===== src/rtl/pipe_latch_n.sv =====
// Multi-stage pipeline latch: carries an opaque payload across DEPTH stages with
// valid tracking, stall/flush control, a sticky halt flag and a bubble counter.

module pipe_latch_stage #(
  parameter int DATA_W = 128
) (
  input  logic              CLK,
  input  logic              nRST,
  input  logic              load,
  input  logic              clr,
  input  logic              in_v,
  input  logic              in_h,
  input  logic [DATA_W-1:0] in_d,
  output logic              v,
  output logic              h,
  output logic [DATA_W-1:0] d
);
  logic              nxt_v, nxt_h;
  logic [DATA_W-1:0] nxt_d;

  // Clear beats load; otherwise hold.
  always_comb begin
    nxt_v = v;
    nxt_h = h;
    nxt_d = d;
    if (clr) begin
      nxt_v = 1'b0;
      nxt_h = 1'b0;
      nxt_d = '0;
    end else if (load) begin
      nxt_v = in_v;
      nxt_h = in_h;
      nxt_d = in_d;
    end
  end

  always_ff @(posedge CLK or negedge nRST) begin
    if (!nRST) begin
      v <= 1'b0;
      h <= 1'b0;
      d <= '0;
    end else begin
      v <= nxt_v;
      h <= nxt_h;
      d <= nxt_d;
    end
  end
endmodule

module pipe_latch_n #(
  parameter int               DATA_W     = 128,
  parameter int               DEPTH      = 1,
  parameter logic [DEPTH-1:0] FLUSH_MASK = {DEPTH{1'b1}},
  parameter int               CNT_W      = 16
) (
  input  logic              CLK,
  input  logic              nRST,
  input  logic              en,
  input  logic              stall,
  input  logic              flush,
  input  logic              in_valid,
  input  logic              in_halt,
  input  logic [DATA_W-1:0] in_data,
  output logic              out_valid,
  output logic              out_halt,
  output logic [DATA_W-1:0] out_data,
  output logic [CNT_W-1:0]  bubble_cnt
);
  generate
    if (DEPTH < 1 || DEPTH > 4) begin : g_bad_depth
      $error("pipe_latch_n: DEPTH must be 1..4");
    end
  endgenerate

  // Index 0 is the conditioned input entry; index i+1 is stage i.
  logic [DEPTH:0]             vld_pipe, hlt_pipe;
  logic [DEPTH:0][DATA_W-1:0] dat_pipe;
  logic [DEPTH-1:0]           fd_v, fd_h;
  logic [DEPTH-1:0][DATA_W-1:0] fd_d;
  logic                       adv;
  logic                       halt_q;
  logic [CNT_W-1:0]           cnt_q;

  assign adv         = en & ~stall;
  assign vld_pipe[0] = in_valid;
  assign hlt_pipe[0] = in_halt & in_valid;
  assign dat_pipe[0] = in_valid ? in_data : '0;

  genvar i;
  generate
    for (i = 0; i < DEPTH; i++) begin : g_stage
      // A stage fed by a neighbour that is being flushed sees that neighbour's zeroed value.
      if (i == 0) begin : g_feed_in
        assign fd_v[i] = vld_pipe[0];
        assign fd_h[i] = hlt_pipe[0];
        assign fd_d[i] = dat_pipe[0];
      end else begin : g_feed_up
        logic keep;
        assign keep    = ~(flush & FLUSH_MASK[i-1]);
        assign fd_v[i] = vld_pipe[i] & keep;
        assign fd_h[i] = hlt_pipe[i] & keep;
        assign fd_d[i] = keep ? dat_pipe[i] : '0;
      end

      pipe_latch_stage #(.DATA_W(DATA_W)) u_stage (
        .CLK  (CLK),
        .nRST (nRST),
        .load (adv),
        .clr  (flush & FLUSH_MASK[i]),
        .in_v (fd_v[i]),
        .in_h (fd_h[i]),
        .in_d (fd_d[i]),
        .v    (vld_pipe[i+1]),
        .h    (hlt_pipe[i+1]),
        .d    (dat_pipe[i+1])
      );
    end
  endgenerate

  always_ff @(posedge CLK or negedge nRST) begin
    if (!nRST) begin
      halt_q <= 1'b0;
      cnt_q  <= '0;
    end else begin
      if (adv && !(flush && FLUSH_MASK[DEPTH-1]) && fd_v[DEPTH-1] && fd_h[DEPTH-1])
        halt_q <= 1'b1;
      if (adv && !vld_pipe[DEPTH] && cnt_q != {CNT_W{1'b1}})
        cnt_q <= cnt_q + 1'b1;
    end
  end

  assign out_valid  = vld_pipe[DEPTH];
  assign out_data   = dat_pipe[DEPTH];
  assign out_halt   = halt_q;
  assign bubble_cnt = cnt_q;

  always_ff @(posedge CLK) begin
    if (nRST) assert (!$isunknown({en, stall, flush}))
      else $error("pipe_latch_n: X on en/stall/flush");
  end
endmodule

===== config.mk =====
export PLATFORM = sky130hd
export DESIGN_NAME = pipe_latch_n
export DESIGN_NICKNAME = d
export VERILOG_FILES = /design/src/rtl/pipe_latch_n.sv
export SDC_FILE = /design/constraint.sdc
export NUM_CORES = 1
export LEC_CHECK = 0
export CAP_MARGIN = 20
export CORE_UTILIZATION = 36
export DETAILED_ROUTE_END_ITERATION = 10
export GPL_TIMING_DRIVEN = 0
export PLACE_DENSITY = 0.77
export SYNTH_ARGS = -nofsm -noshare
export SYNTH_HDL_FRONTEND = slang
export SYNTH_SLANG_ARGS = --single-unit

===== constraint.sdc =====
create_clock -name CLK -period 1.8 [get_ports CLK]
set_clock_uncertainty 0.05 [all_clocks]
set_input_delay 0.45 -clock CLK [delete_from_list [all_inputs] [get_ports CLK]]
set_output_delay 0.45 -clock CLK [all_outputs]
set_load 0.02 [all_outputs]

==> flow_metrics.env <==
export IMPL_drt_wl_total_um=15800
export IMPL_crit_arrival_ps=2140
export IMPL_final_layout_size_suffix_gt1_share_pct=11.9
export IMPL_synth_cells=362
export IMPL_ys_dominant_reg_cell="dfrtp_1"
export IMPL_relSlewSlack_pct=65.2
export IMPL_worstMarginPinSlew_ps=522
export IMPL_path_class="flip-flop to flip-flop"
export IMPL_grt_pass1_vias=4677
export IMPL_cts_root_buf="clkbuf_16"
export IMPL_wl_per_cell_um=18.3
export IMPL_place_gp_congestion=0.814
export IMPL_synth_fp_nets=498
export IMPL_violations="negative setup slack"
export IMPL_clkLatencyLatePin_ps=410
export IMPL_cpPeakStageDelay_ps=600
export IMPL_crit_fanout=5
export IMPL_ys_top_cells_by_count="146 x dfrtp_1, 128 x a22o_1, 25 x clkbuf_1"
export IMPL_cts_tree="yes"
export IMPL_crit_slowest_cell="or4_4"
export IMPL_rsz0062_at_grt="true"
export IMPL_ys_seq_area_share_pct=68.4
export IMPL_drc_errors=0
export IMPL_ant_nets=0
export IMPL_power_per_cell_area_mw_per_mm2=926
export IMPL_diodes=0
export IMPL_clock_sinks=146
export IMPL_cts_buffer_depth=2
export IMPL_num_nets_final=803
export IMPL_setup_viol=4
export IMPL_vias=4374
export IMPL_antenna_found_initial=0
export IMPL_synthArstFlopShare_pct=100
export IMPL_die_w_um=124
export IMPL_cts_made_buffers=17
export IMPL_grt_max_degree=92
export IMPL_layoutNonFillerInstCount=864
export IMPL_synth_top_cell_area_share_pct=68.4
export IMPL_grt_first_pass_wirelength_um=24300
export IMPL_clkTransAtPathRegs_ps=60
export IMPL_synth_most_common_cell="dfrtp_1"
export IMPL_status="complete, but fails checks"
export IMPL_drt_iter0_drc=205
export IMPL_hold_ws_ps=440
export IMPL_synth_area_top_cells="dfrtp_1 68%, a22o_1 21%, xor2_1 2.1%, clkbuf_1 1.8%, nor4_4 0.80%"
export IMPL_area_delta_synth_final_pct=66.9
export IMPL_cap_viol_max_count=0
export IMPL_hpwlAfterDp_um=11700
export IMPL_yosysTopAreaCell="dfrtp_1"
export IMPL_path_cells="or3b_4 > or4_4 > nor3b_2 > xor2_1"
export IMPL_dp_slack_ps=-1100
export IMPL_io_buffers=280
export IMPL_dpl_cell_count=827
export IMPL_startpoint_type="flip-flop"
export IMPL_leakage_nw=4.73
export IMPL_dr_pass1_iters=4
export IMPL_overflow=0
export IMPL_start_util_pct=36.9
export IMPL_die_area_mm2=0.0153
export IMPL_hold_violations=0
export IMPL_avgSynthCellArea_um2=14.8
export IMPL_grt_usage_pct=21.3
export IMPL_fmaxAchievable_mhz=537
export IMPL_cp_end_kind="flip-flop"
export IMPL_min_period_ps=1860
export IMPL_slew_viol_final=0
export IMPL_die_h_um=124
export IMPL_io_pins=281
export IMPL_ys_warnings_count=0
export IMPL_via_per_inst=5.06
export IMPL_fin_ws_ps=-62.7
export IMPL_core_area_mm2=0.0145
export IMPL_netlist_area_mm2=0.00534
export IMPL_period_share_pct=103
export IMPL_num_rows=44
export IMPL_ys_seq_elements=146
export IMPL_synth_edff_count=0
export IMPL_synth_cell_types=30
export IMPL_cts_htree_levels=4
export IMPL_peakVddDrop_uv=605
export IMPL_cp_required_ps=2080
export IMPL_hold_class="flip-flop to flip-flop"
-- power by group --
group	internal, mW	total (mW)	switching [mW]
clock network	2.21	3.51	1.30
registers	3.46	3.62	0.164
logic	0.564	1.13	0.563
total	6.23	8.26	2.03
-- state kept, by name, summed over array words and instances (netlist names) --
register           cells
bubble_cnt            16
g_stage.u_stage.d    128
g_stage.u_stage.v      1
out_halt               1
-- cells by family after synthesis --
family / Yosys count / synth area share, %
xor+xnor: 14 / 2.30
mux: 1 / 0.211
flops: 146 / 68.4
fa+ha+maj: 1 / 0.234
compound gates: 133 / 21.6
simple gates: 35 / 4.97
buf+inv: 32 / 2.34
-- critical path: cells and delay by family (launching register included) --
family	cells	cell delay, ps
AND/OR/NAND/NOR	3	1200
flip-flops	1	390
XOR/XNOR	1	150
-- repair_timing --
action | in CTS | in global routing
resized for setup | 173 | 4
hold buffers | 1 | 0
hold endpoints to repair | 55 | 0
pin swaps | 9 | 4
setup endpoints to repair | 290 | 109
buffers inserted | 3 | 2
-- per-layer routing --
metal  routed length, um  GRT usage (%)  part of all wire [%]
met1                6260           25.5                    40
met3                1190           7.19                   7.5
met4                 442           9.56                   2.8
met5                   0              0                     0
met2                7880           34.6                    50
-- worst paths after layout --
check,from,endpoint,slack (ps),cells after the start
hold / removal,out_halt,out_halt,440,1
max in group asynchronous,nRST,g_stage[0].u_stage.d[55],370,3
setup / recovery,g_stage[0].u_stage.v,bubble_cnt[11],-60,4
hold reg to reg,out_halt,out_halt,440,1
setup reg to reg,g_stage[0].u_stage.v,bubble_cnt[11],-60,4
min in group asynchronous,nRST,bubble_cnt[13],500,2
-- placed cells by master, fill, tap and decap left out, types with 4 or more instances in the layout --
master | Yosys | final
a22o_1 | 128 | 128
clkdlybuf4s50_1 | 0 | 131
nor3_1 | 4 | 4
clkinv_2 | 0 | 4
nand2_1 | 4 | 4
buf_4 | 0 | 6
dfrtp_2 | 0 | 8
xor2_1 | 13 | 13
buf_2 | 4 | 5
clkbuf_1 | 25 | 9
nand3_1 | 4 | 4
clkbuf_2 | 0 | 17
clkbuf_16 | 0 | 17
dfrtp_1 | 146 | 138
dlygate4sd2_1 | 0 | 148
-- metrics by stage --
step | utilization, % | TNS [ps] | power, mW | cell area, um^2
after detailed placement | 58.1 | -125790 | 4.93 | 8410
final | 61.6 | -179 | 8.26 | 8920
after global placement | 57.9 | -892770 | 4.89 | 8380
after CTS | 61.5 | -497 | 8.36 | 8900
after global routing | 61.6 | -551 | 8.61 | 8920
after floorplan | - | -226 | 4.11 | 5350
-- area by class of cell --
class,count,area [um^2]
timing repair buffer,287,2690
fill,1194,5560
buffer,28,136
sequential,146,3660
multi-input combinational,184,1590
inverter,3,11.3
clock inverter,10,135
clock buffer,22,454
tap,184,230
Note: power is estimated with default switching activity, not from simulation.
